==> src/rtl/tft_frame_pkg.sv <==
// tft_frame_pkg: frame geometry and RGB565 pixel layout shared by the frame writer and TFT scan controller
package tft_frame_pkg;
   localparam int IMG_W = 800;
   localparam int IMG_H = 480;
   localparam int PIX_TOTAL = IMG_W * IMG_H;
   localparam int ADDR_W = 19;
   localparam int R_MSB = 15;
   localparam int R_LSB = 11;
   localparam int G_MSB = 10;
   localparam int G_LSB = 5;
   localparam int B_MSB = 4;
   localparam int B_LSB = 0;
   typedef struct packed {
      logic [R_MSB-R_LSB:0] r;
      logic [G_MSB-G_LSB:0] g;
      logic [B_MSB-B_LSB:0] b;
   } rgb565_t;
   typedef enum logic {S_HI, S_LO} wr_state_e;
endpackage

==> src/rtl/byte_gap_timer.sv <==
// byte_gap_timer: idle-gap counter; tc pulses as the count steps onto TIMEOUT-1 unless cleared that cycle
module byte_gap_timer
   import tft_frame_pkg::*;
#(
   parameter int TIMEOUT = 33000
) (
   input  logic clk_33M,
   input  logic rst_n,
   input  logic clr,
   input  logic en,
   output logic tc
);
   localparam int CW = $clog2(TIMEOUT + 1);
   logic [CW-1:0] cnt;
   assign tc = en && !clr && cnt == CW'(TIMEOUT - 2);
   always_ff @(posedge clk_33M or negedge rst_n)
      if (!rst_n) cnt <= '0;
      else if (clr) cnt <= '0;
      else if (en && cnt != CW'(TIMEOUT)) cnt <= cnt + CW'(1);
endmodule

==> src/rtl/uart_frame_writer.sv <==
// uart_frame_writer: packs UART byte pairs into RGB565 pixels and writes them in raster order to frame RAM
module uart_frame_writer
   import tft_frame_pkg::*;
#(
   parameter int IMG_W   = tft_frame_pkg::IMG_W,
   parameter int IMG_H   = tft_frame_pkg::IMG_H,
   parameter int ADDR_W  = tft_frame_pkg::ADDR_W,
   parameter int TIMEOUT = 33000
) (
   input  logic              clk_33M,
   input  logic              rst_n,
   input  logic [7:0]        rx_data,
   input  logic              rx_done,
   output logic              wr_en,
   output logic [ADDR_W-1:0] wr_addr,
   output logic [15:0]       wr_data,
   output logic              busy,
   output logic              frame_done,
   output logic              timeout_err
);
   localparam logic [ADDR_W-1:0] LAST = ADDR_W'(IMG_W * IMG_H - 1);
   wr_state_e state, state_n;
   logic [7:0] hi;
   logic [ADDR_W-1:0] addr;
   logic tc, wr, last;
   byte_gap_timer #(.TIMEOUT(TIMEOUT)) u_gap (
      .clk_33M (clk_33M),
      .rst_n   (rst_n),
      .clr     (rx_done),
      .en      (busy & ~rx_done),
      .tc      (tc)
   );
   always_ff @(posedge clk_33M or negedge rst_n)
      if (!rst_n) state <= S_HI;
      else state <= state_n;
   always_comb begin
      state_n = tc ? S_HI : rx_done ? (state == S_HI ? S_LO : S_HI) : state;
      wr = rx_done && state == S_LO;
      last = wr && addr == LAST;
   end
   // a timeout and a byte never coincide: the timer is gated off by rx_done
   always_ff @(posedge clk_33M or negedge rst_n)
      if (!rst_n) begin
         hi <= '0;
         addr <= '0;
         busy <= 1'b0;
         wr_en <= 1'b0;
         wr_addr <= '0;
         wr_data <= '0;
         frame_done <= 1'b0;
         timeout_err <= 1'b0;
      end else begin
         wr_en <= wr;
         frame_done <= last;
         timeout_err <= tc;
         if (rx_done && state == S_HI) hi <= rx_data;
         if (wr) begin
            wr_addr <= addr;
            wr_data <= {hi, rx_data};
         end
         addr <= (tc || last) ? '0 : wr ? addr + ADDR_W'(1) : addr;
         busy <= (tc || last) ? 1'b0 : rx_done ? 1'b1 : busy;
      end
endmodule

==> config.mk <==
export PLATFORM = sky130hd
export DESIGN_NAME = uart_frame_writer
export DESIGN_NICKNAME = d
export VERILOG_FILES = /design/src/rtl/tft_frame_pkg.sv /design/src/rtl/byte_gap_timer.sv /design/src/rtl/uart_frame_writer.sv
export SDC_FILE = /design/constraint.sdc
export NUM_CORES = 1
export LEC_CHECK = 0
export BUFFER_PORTS_ARGS = -buffer_cell sky130_fd_sc_hd__buf_2
export CORE_MARGIN = 8
export CORE_UTILIZATION = 45
export CTS_CLUSTER_DIAMETER = 80
export DETAILED_ROUTE_END_ITERATION = 10
export GPL_ROUTABILITY_DRIVEN = 0
export HOLD_SLACK_MARGIN = 0.06
export SETUP_SLACK_MARGIN = 0.4
export SYNTH_ARGS = -nofsm -noshare
export SYNTH_HDL_FRONTEND = slang
export SYNTH_SLANG_ARGS = --single-unit
==> constraint.sdc <==
create_clock -name clk_33M -period 1.9 [get_ports clk_33M]
set_input_delay 0.285 -clock clk_33M [delete_from_list [all_inputs] [get_ports clk_33M]]
set_output_delay 0.285 -clock clk_33M [all_outputs]
set_load 0.02 [all_outputs]
==> impl_results.md, run 1 <==
- First-pass GRT wire length: 15100 um
- Clock buffer depth: 2
- Leading cell type in the layout, fill and taps excluded: nand2_1
- Compound-gate portion of the synthesized area: 0.0483
- Final setup vio count: 0
- Final #Nets: 484
- Die Span Y: between 100 and 150 um
- DPL Wire Length: 5580 um
- P&R area growth vs syn: 32.6%
- Number of DRC markers in iteration 0: 91
- Logic pwr share: 0.220
- Fin. Hold Viols: 0
- Root Buffer: clkbuf_8
- Worst EP required: 2.14 ns
- Setup Crit Path Kind: register to register
- Final instance area: 4950 um^2
- Worst-Skew Late Latency: 0.35 ns
- Worst Slack Setup Final: 0.316 ns
- Max VDD drop: 0.601 mV
- Post-synth top area cell: dfrtp_1
- Layout cell share with drive strength beyond 1: 0.395
- Final Max Tran Viols: 0
- Largest net degree at the start of global routing: 42
- Post-Syn Instances: 373
- Multi-input logic area: 1750 um^2
- Placed Cells: 523
- DR vias: roughly 3000
- Placed instance area: 4250 um^2
- Row count: 33
- XOR/XNOR Fraction of Synth Area: 0.0470
- Pwr Density: 948 nW/um^2
- Clock Pin Slew Worst Setup and Hold Paths: about 0.09 ns
- I/O pin count: 50
- Mapped Nets: around 390
- Clock power frac: 0.308
- Final non-filler cell total: about 580
- Synth unique cells: 44
- Full die area: 11500 um^2
- Drt first pass iters: 4
- Yosys reg bits: between 80 and 90
- CTS tree: yes
- Seq pwr share: 0.472
- Tcrit/Tclk final: 0.833
- Syn Area/Cell: ~10 um^2
- # clock sinks: 83
- Minimum clock period: 1.58 ns
- Total routed wirelength: a little under 9000 um
- Crit-path max FO: 11
- Main combinational cell family by area after synthesis: simple AND/OR/NAND/NOR gates
- Worst Skew: about 0.008 ns
- WHS: 0.137 ns
- Port bufs: between 40 and 50
- CP Data Arrival Time: 1.82 ns
- Startpoint class of the critical path: register
- Wirelength per Cell: about 15 um
- Total grt overflow: 0
- CORE AREA: about 8000 um^2
- FILL cells: 696
- Setup Total Neg Slack: 0 ns
- FF+latch area: 2100 um^2
- Crit path capture type: register
- Synth area leaders: dfrtp_1 (56%), nand2_1 (12%), xor2_1 (2.8%)
- Multiplexer share of the synthesized area: 0.0295
- ANT nets after route: 0
- Adder-cell area share of the yosys netlist: 0.0134
- Area share of the largest cell type after synthesis: 0.557
- Switching Share: 0.304
- Synth Area in Simple Gates: 0.277
- Most frequent cells in the layout: nand2_1 (115), dfrtp_1 (64), buf_2 (47)
- Lkg Pwr: between 2 and 2.5 nW
- Total Routing Usage GR: 0.163
- Place WS: 0.166 ns
- Pint: 3.26 mW
- Status: finished, final reports clean
- Switching power: 1.43 mW
- Ys Warns: 0
- Hold Crit Class: input pin to register
- Vias in the first global route: 3124
- Worst slew margin: 0.763
- Die width: 107 um
- DR vias/cell: 5.17
- Starting Density: 0.459
- Initial antenna violation count: 0
- DR DRC count: 0
- Seq/Total Area, Yosys: 0.557
- Measured slew at the worst slew-check pin: 0.353 ns
- H-tree depth: 3
- CTS Buf Count: 9
- Mapped cell area: 3730 um^2
- Fmax: 631 MHz
- Ant diodes: 0
- RSZ-0062 raised after global routing: true
- Max-Cap Viols: 0
==> cell usage after synthesis (all sizes together) <==
library cell	count
xnor2	8
a41o	1
a21oi	6
nor3	12
ha	4
buf	6
inv	6
clkbuf	9
and4bb	1
o21ai	8
xor2	12
nor2	15
nand3	13
and2	1
dfrtp	83
and4	2
nand2	118
mux2i	2
nand2b	1
mux2	8
and3b	2
and3	5
or4	4
nand4	14
nor4b	2
and4b	1
nor4	6
o31ai	4
or3	10
a211oi	7
nor2b	1
o21bai	1
==> worst max-delay path, cell delays in order, from the launching register on <==
cell and delay [ns]:
dfrtp_2 0.45, nor4b_4 0.30, nand3_1 0.11, and4bb_4 0.38
buf_12 0.16, o21bai_1 0.07
==> power groups by stage <==
stage / registers (mW) / logic, mW / clock network (mW)
5_1_grt: 2.25 / 1.15 / 1.56
6_report: 2.21 / 1.03 / 1.45
3_3_place_gp: 2.24 / 0.888 / 0
4_1_cts: 2.22 / 0.997 / 1.48
2_1_floorplan: 2.40 / 0.380 / 0
3_5_place_dp: 2.25 / 0.899 / 0
==> metal layers <==
layer / GRT usage / vias to the layer above / wire length (um)
li1: - / 1469 / -
met1: 0.196 / 1457 / 3990
met2: 0.265 / 49 / 4290
met3: 0.0450 / 16 / 434
met4: 0.0744 / 0 / 176
met5: 0 / - / 0
==> timing repair <==
item	4_1_cts	5_1_grt
endpoints found under the hold margin	14	0
buffers inserted	32	6
pin swaps	12	4
hold buffers	1	0
setup endpoints to repair	28	29
resized for setup	23	26
cloned	1	0
==> registers in the layout (all words and copies together), names as in the netlist <==
name         cells
addr            19
wr_addr         19
u_gap.cnt       16
wr_data         16
hi               8
busy             1
frame_done       1
state            1
timeout_err      1
wr_en            1
==> area by class of cell <==
cell class	count	area share
clock inverters	4	0.0147
inverters	6	0.00455
clock buffers	12	0.0314
multi-input cells	269	0.354
repair buffers	100	0.144
well taps	105	0.0266
flip-flops and latches	83	0.425
==> per-stage QoR <==
stage	total power, mW	utilization
2_1_floorplan	2.79	-
3_3_place_gp	3.13	0.523
3_5_place_dp	3.15	0.523
4_1_cts	4.70	0.592
5_1_grt	4.96	0.608
6_report	4.69	0.608
==> cell families (layout without fill, tap and decap cells) <==
| logic type | Yosys count | count (layout) |
|---|---|---|
| AND/OR/NAND/NOR | 208 | 208 |
| flip-flops | 83 | 83 |
| AO/OA/AOI/OAI | 27 | 27 |
| buffers and inverters | 21 | 122 |
| XOR/XNOR | 20 | 20 |
| multiplexers | 10 | 10 |
| adder cells (fa/ha/maj) | 4 | 4 |
==> worst paths after layout <==
path | start | end | slack [ns] | cells past startpoint
min in group asynchronous | rst_n | wr_addr[18] | 0.32 | 2
worst max-delay path | u_gap.cnt[9] | state | 0.32 | 5
worst max register to register | u_gap.cnt[9] | state | 0.32 | 5
max in group asynchronous | rst_n | u_gap.cnt[4] | 0.93 | 3
worst min register to register | hi[3] | wr_data[11] | 0.47 | 2
worst min-delay path | rx_data[3] | wr_data[3] | 0.14 | 3
No activity file was read; power rests on OpenSTA's default activity.
==> run 2, diff against run 1 <==
Settings changed: PLACE_DENSITY set to 0.67.
Clock period 1.9 ns to 1.4 ns, I/O delays scaled along.
==> impl_results.md, run 2 (synthesis gave the netlist of run 1 again) <==
- Root Buffer: clkbuf_8
- Largest registers: addr x19, wr_addr x19
- Max-Cap Viols: 0
- Switching Share: 0.307
- Starting Density: 0.459
- Final setup vio count: 55
- Worst slew margin: 0.751
- Pwr Density: 1180 nW/um^2
- Total Routing Usage GR: 0.179
- First-pass GRT wire length: 16500 um
- Logic pwr share: 0.327
- Full die area: 11500 um^2
- Die width: 107 um
- DPL Wire Length: 6590 um
- Lkg Pwr: 3.15 nW
- Initial antenna violation count: 0
- # clock sinks: 83
- Measured slew at the worst slew-check pin: 0.370 ns
- CTS tree: yes
- Fin. Hold Viols: 0
- Die Span Y: approximately 110 um
- Minimum clock period: 1.61 ns
- CTS Buf Count: 9
- Hold Crit Class: input pin to register
- Switching power: 2.30 mW
- Number of DRC markers in iteration 0: 140
- P&R area growth vs syn: 70.5%
- Largest net degree at the start of global routing: 46
- CORE AREA: 8130 um^2
- FF+latch area: 2080 um^2
- Pint: 5.20 mW
- FILL cells: 481
- Port bufs: 49
- Crit path capture type: register
- Final Max Tran Viols: 0
- Startpoint class of the critical path: register
- Total routed wirelength: around 12000 um
- ANT nets after route: 0
- Ant diodes: 0
- Clock buffer depth: 2
- Total grt overflow: 0
- I/O pin count: 50
- RSZ-0062 raised after global routing: true
- Worst Slack Setup Final: -0.215 ns
- Placed instance area: between 4000 and 5000 um^2
- CP Data Arrival Time: 1.89 ns
- Final #Nets: 572
- Failing checks: setup timing
- Vias in the first global route: 3387
- DR vias: roughly 3600
- Setup Crit Path Kind: register to register
- Row count: 33
- Fmax: 619 MHz
- Worst EP required: between 1.5 and 2 ns
- DR vias/cell: 5.34
- Crit-path max FO: 3
- Multi-input logic area: 2050 um^2
- Status: complete, but fails checks
- Worst Skew: 0.0109 ns
- Drt first pass iters: 4
- Clock Pin Slew Worst Setup and Hold Paths: ~0.090 ns
- Layout cell share with drive strength beyond 1: 0.594
- Worst-Skew Late Latency: 0.35 ns
- Most frequent cells in the layout: buf_4 (95), dfrtp_1 (77), buf_6 (71)
- H-tree depth: 3
- Max VDD drop: 0.697 mV
- Tcrit/Tclk final: 1.15
- Wirelength per Cell: 17.9 um
- Seq pwr share: 0.405
- DR DRC count: 0
- Clock power frac: 0.268
- Power, Total: 7.50 mW
- Final instance area: 6360 um^2
- Leading cell type in the layout, fill and taps excluded: buf_4
## run 2: through the flow
| stage | hold slack (ns) | setup TNS (ns) | instances | util | setup slack (ns) |
|---|---|---|---|---|---|
| 2_1_floorplan | -0.0856 | -3.26 | 373 | - | -0.185 |
| 3_3_place_gp | 0.133 | -3.18 | 589 | 0.587 | -0.166 |
| 3_5_place_dp | 0.148 | -4.85 | 589 | 0.587 | -0.256 |
| 4_1_cts | 0.0614 | -4.42 | 631 | 0.706 | -0.198 |
| 5_1_grt | 0.0734 | -9.12 | 667 | 0.782 | -0.272 |
| 6_report | 0.0756 | -5.93 | 667 | 0.782 | -0.215 |
## run 2: cell type report
cell class / instances / area share
clock buffer: 11 / 0.0238
clock inverter: 5 / 0.0134
inverter: 6 / 0.00472
multi-input combinational: 269 / 0.323
sequential: 83 / 0.328
tap: 105 / 0.0207
timing repair buffer: 188 / 0.287
## run 2: final timing paths
check | end | slack, ns | startpoint | cells past startpoint
setup reg to reg | addr[13] | -0.21 | addr[2] | 5
hold / removal | wr_data[0] | 0.08 | rx_data[0] | 3
setup / recovery | addr[13] | -0.21 | addr[2] | 5
min in group asynchronous | wr_addr[0] | 0.31 | rst_n | 2
max in group asynchronous | u_gap.cnt[8] | 0.56 | rst_n | 3
hold reg to reg | wr_data[8] | 0.50 | hi[0] | 2
## run 2: layer usage
metal	GRT usage	wire length [um]
met5	0	0
met4	0.0824	313
met3	0.0348	514
met2	0.300	6180
met1	0.218	4930
## run 2: worst max-delay path: stages (launching register included)
cell	delay, ns
dfrtp_1	0.40
buf_4	0.13
nand3_1	0.14
or3_4	0.37
or3_4	0.33
a211oi_2	0.17
## run 2: power groups by stage
stage | clock (mW) | combinational (mW) | sequential (mW)
final | 2.01 | 2.45 | 3.04
after global routing | 2.12 | 2.60 | 3.08
after CTS | 2.03 | 2.08 | 3.01
after detailed placement | 0 | 1.55 | 3.01
after global placement | 0 | 1.52 | 2.98
after floorplan | 0 | 0.589 | 3.27
## run 2: what timing repair did
| action | 4_1_cts | 5_1_grt |
|---|---|---|
| setup buffers | 24 | 29 |
| gates resized for setup | 156 | 72 |
| pin swaps | 47 | 62 |
| endpoints found under the hold margin | 23 | 0 |
| gates cloned | 1 | 7 |
| endpoints found under the setup margin | 122 | 122 |
| hold buffers | 1 | 0 |
==> run 3, diff against run 2 <==
Settings changed: MAX_ROUTING_LAYER set to met4.
==> impl_results.md, run 3 (synthesis gave the netlist of run 1 again) <==
- Worst Slack Setup Final: -0.212 ns
- Hold Path Sink: wr_data[0]
- Die Span Y: 107 um
- CP Data Arrival Time: between 1.5 and 2 ns
- DR vias/cell: 5.34
- Full die area: around 11000 um^2
- First-pass GRT wire length: 16500 um
- Reg2Reg Launch Point: addr[4]
- Max-Cap Viols: 0
- Drt first pass iters: 4
- Clock buffer depth: 2
- Failing checks: setup timing
- DPL Wire Length: 6590 um
- Vias in the first global route: about 3400
- Number of DRC markers in iteration 0: 127
- CORE AREA: 8130 um^2
- Fmax: about 620 MHz
- Final non-filler cell total: about 660
- Leading cell type in the layout, fill and taps excluded: buf_4
- Worst-Skew Late Latency: around 0.35 ns
- Layout cell share with drive strength beyond 1: 0.539
- Measured slew at the worst slew-check pin: 0.359 ns
- Setup Crit Path Kind: register to register
- Final setup vio count: 66
- Port bufs: 49
- CTS tree: yes
- Fin. Hold Viols: 0
- Startpoint class of the critical path: register
- Ant diodes: 0
- Worst EP required: around 1.7 ns
- Root Buffer: clkbuf_8
- Tcrit/Tclk final: 1.15
- Final #Nets: approximately 570
- Setup Total Neg Slack: -6.99 ns
- Placed Cells: 589
- Largest registers: addr x19, wr_addr x19
- Status: complete, but fails checks
- Starting Density: 0.459
- DR vias: 3541
- Most frequent cells in the layout: buf_4 (96), nand2_1 (88), dfrtp_1 (78)
- Minimum clock period: between 1.5 and 2 ns
- Final core occ: 0.764
- Total Routing Usage GR: 0.184
- H-tree depth: 3
- I/O pin count: 50
- Total routed wirelength: 11800 um
- Lkg Pwr: 3.10 nW
- Pwr Density: 1180 nW/um^2
- CTS Buf Count: 9
- RSZ-0062 raised after global routing: true
- Capturing point of the worst reg2reg path: addr[14]
- Wirelength per Cell: 17.8 um
- Max VDD drop: 0.693 mV
- R2r worst-path depth: 5
- DR DRC count: 0
- R2r setup slk: -0.21 ns
- Worst Skew: 0.0167 ns
- P&R area growth vs syn: 66.6%
- # clock sinks: between 80 and 90
- Worst slew margin: 0.758
- Die width: approximately 110 um
- ANT nets after route: 0
- Hold_sp: rx_data[0]
- FILL cells: approximately 510
- Clock Pin Slew Worst Setup and Hold Paths: 0.10 ns
- Crit-path max FO: 6
- Crit path capture type: register
- Initial antenna violation count: 0
- Worst Hold Depth: 3
- Largest net degree at the start of global routing: 46
- Total grt overflow: 0
- Final Max Tran Viols: 0
- Row count: 33
- Hold Crit Class: input pin to register
==> run 3: cell count changes in the layout (fill, tap and decap cells not counted), moves of 3 or more <==
cell,before,now
buf_6,71,66
nand2_1,62,88
nand2_2,50,27
nand2_4,5,2
==> run 3: repair_timing <==
| item | 4_1_cts | 5_1_grt |
|---|---|---|
| pin swaps | 47 | 27 |
| hold buffers | 1 | 0 |
| resized for setup | 156 | 32 |
| setup buffers | 24 | 25 |
| endpoints found under the setup margin | 122 | 123 |
| endpoints found under the hold margin | 23 | 0 |
| cloned | 1 | 7 |
==> run 3: report_power, final <==
group / internal, mW / switching (mW) / total (mW)
logic: 1.29 / 1.04 / 2.32
clock network: 1.11 / 0.896 / 2.01
registers: 2.74 / 0.279 / 3.02
total: 5.13 / 2.21 / 7.35
==> run 3: cell type report <==
| cell class | count | area (um^2) | share of cell area |
|---|---|---|---|
| Sequential cell | 83 | 2080 | 0.335 |
| Clock inverter | 5 | 85.1 | 0.0137 |
| Clock buffer | 11 | 151 | 0.0244 |
| Inverter | 6 | 30.0 | 0.00483 |
| Multi-Input combinational cell | 269 | 1960 | 0.315 |
| Timing Repair Buffer | 184 | 1780 | 0.286 |
| Tap cell | 105 | 131 | 0.0211 |
==> run 3: per-stage QoR <==
stage / hold WS, ns / power (mW) / cell area (um^2) / worst slack [ns]
floorplan: -0.0856 / 3.86 / 3940 / -0.185
global placement: 0.133 / 4.50 / 4770 / -0.166
detailed placement: 0.148 / 4.56 / 4770 / -0.256
CTS: 0.0614 / 7.11 / 5740 / -0.198
global route: 0.0735 / 7.66 / 6210 / -0.276
finish: 0.0785 / 7.35 / 6210 / -0.212
==> run 3: routing by layer <==
| layer | track usage | wire (um) | up-vias |
|---|---|---|---|
| met3 | 0.0336 | 499 | 19 |
| li1 | - | - | 1648 |
| met2 | 0.299 | 6170 | 90 |
| met4 | 0.0824 | 279 | 0 |
| met5 | - | 0 | - |
| met1 | 0.219 | 4880 | 1784 |
==> run 3: how the worst max path moves through the flow <==
| stage | startpoint | depth (start not counted) | end | slack [ns] |
|---|---|---|---|---|
| finish | addr[4] | 5 | addr[14] | -0.21 |
| detailed placement | addr[5] | 5 | addr[14] | -0.26 |
| global placement | addr[5] | 5 | addr[14] | -0.17 |
| CTS | u_gap.cnt[9] | 5 | addr[15] | -0.20 |
| global route | addr[3] | 6 | addr[13] | -0.28 |
| floorplan | busy | 4 | u_gap.cnt[15] | -0.19 |
==> run 3: worst max-delay path, stage by stage, from the launching register on <==
cell and delay (ns):
dfrtp_1 0.39, and4_1 0.26, buf_6 0.15, nand2_4 0.07, or3_2 0.47, a211oi_2 0.20
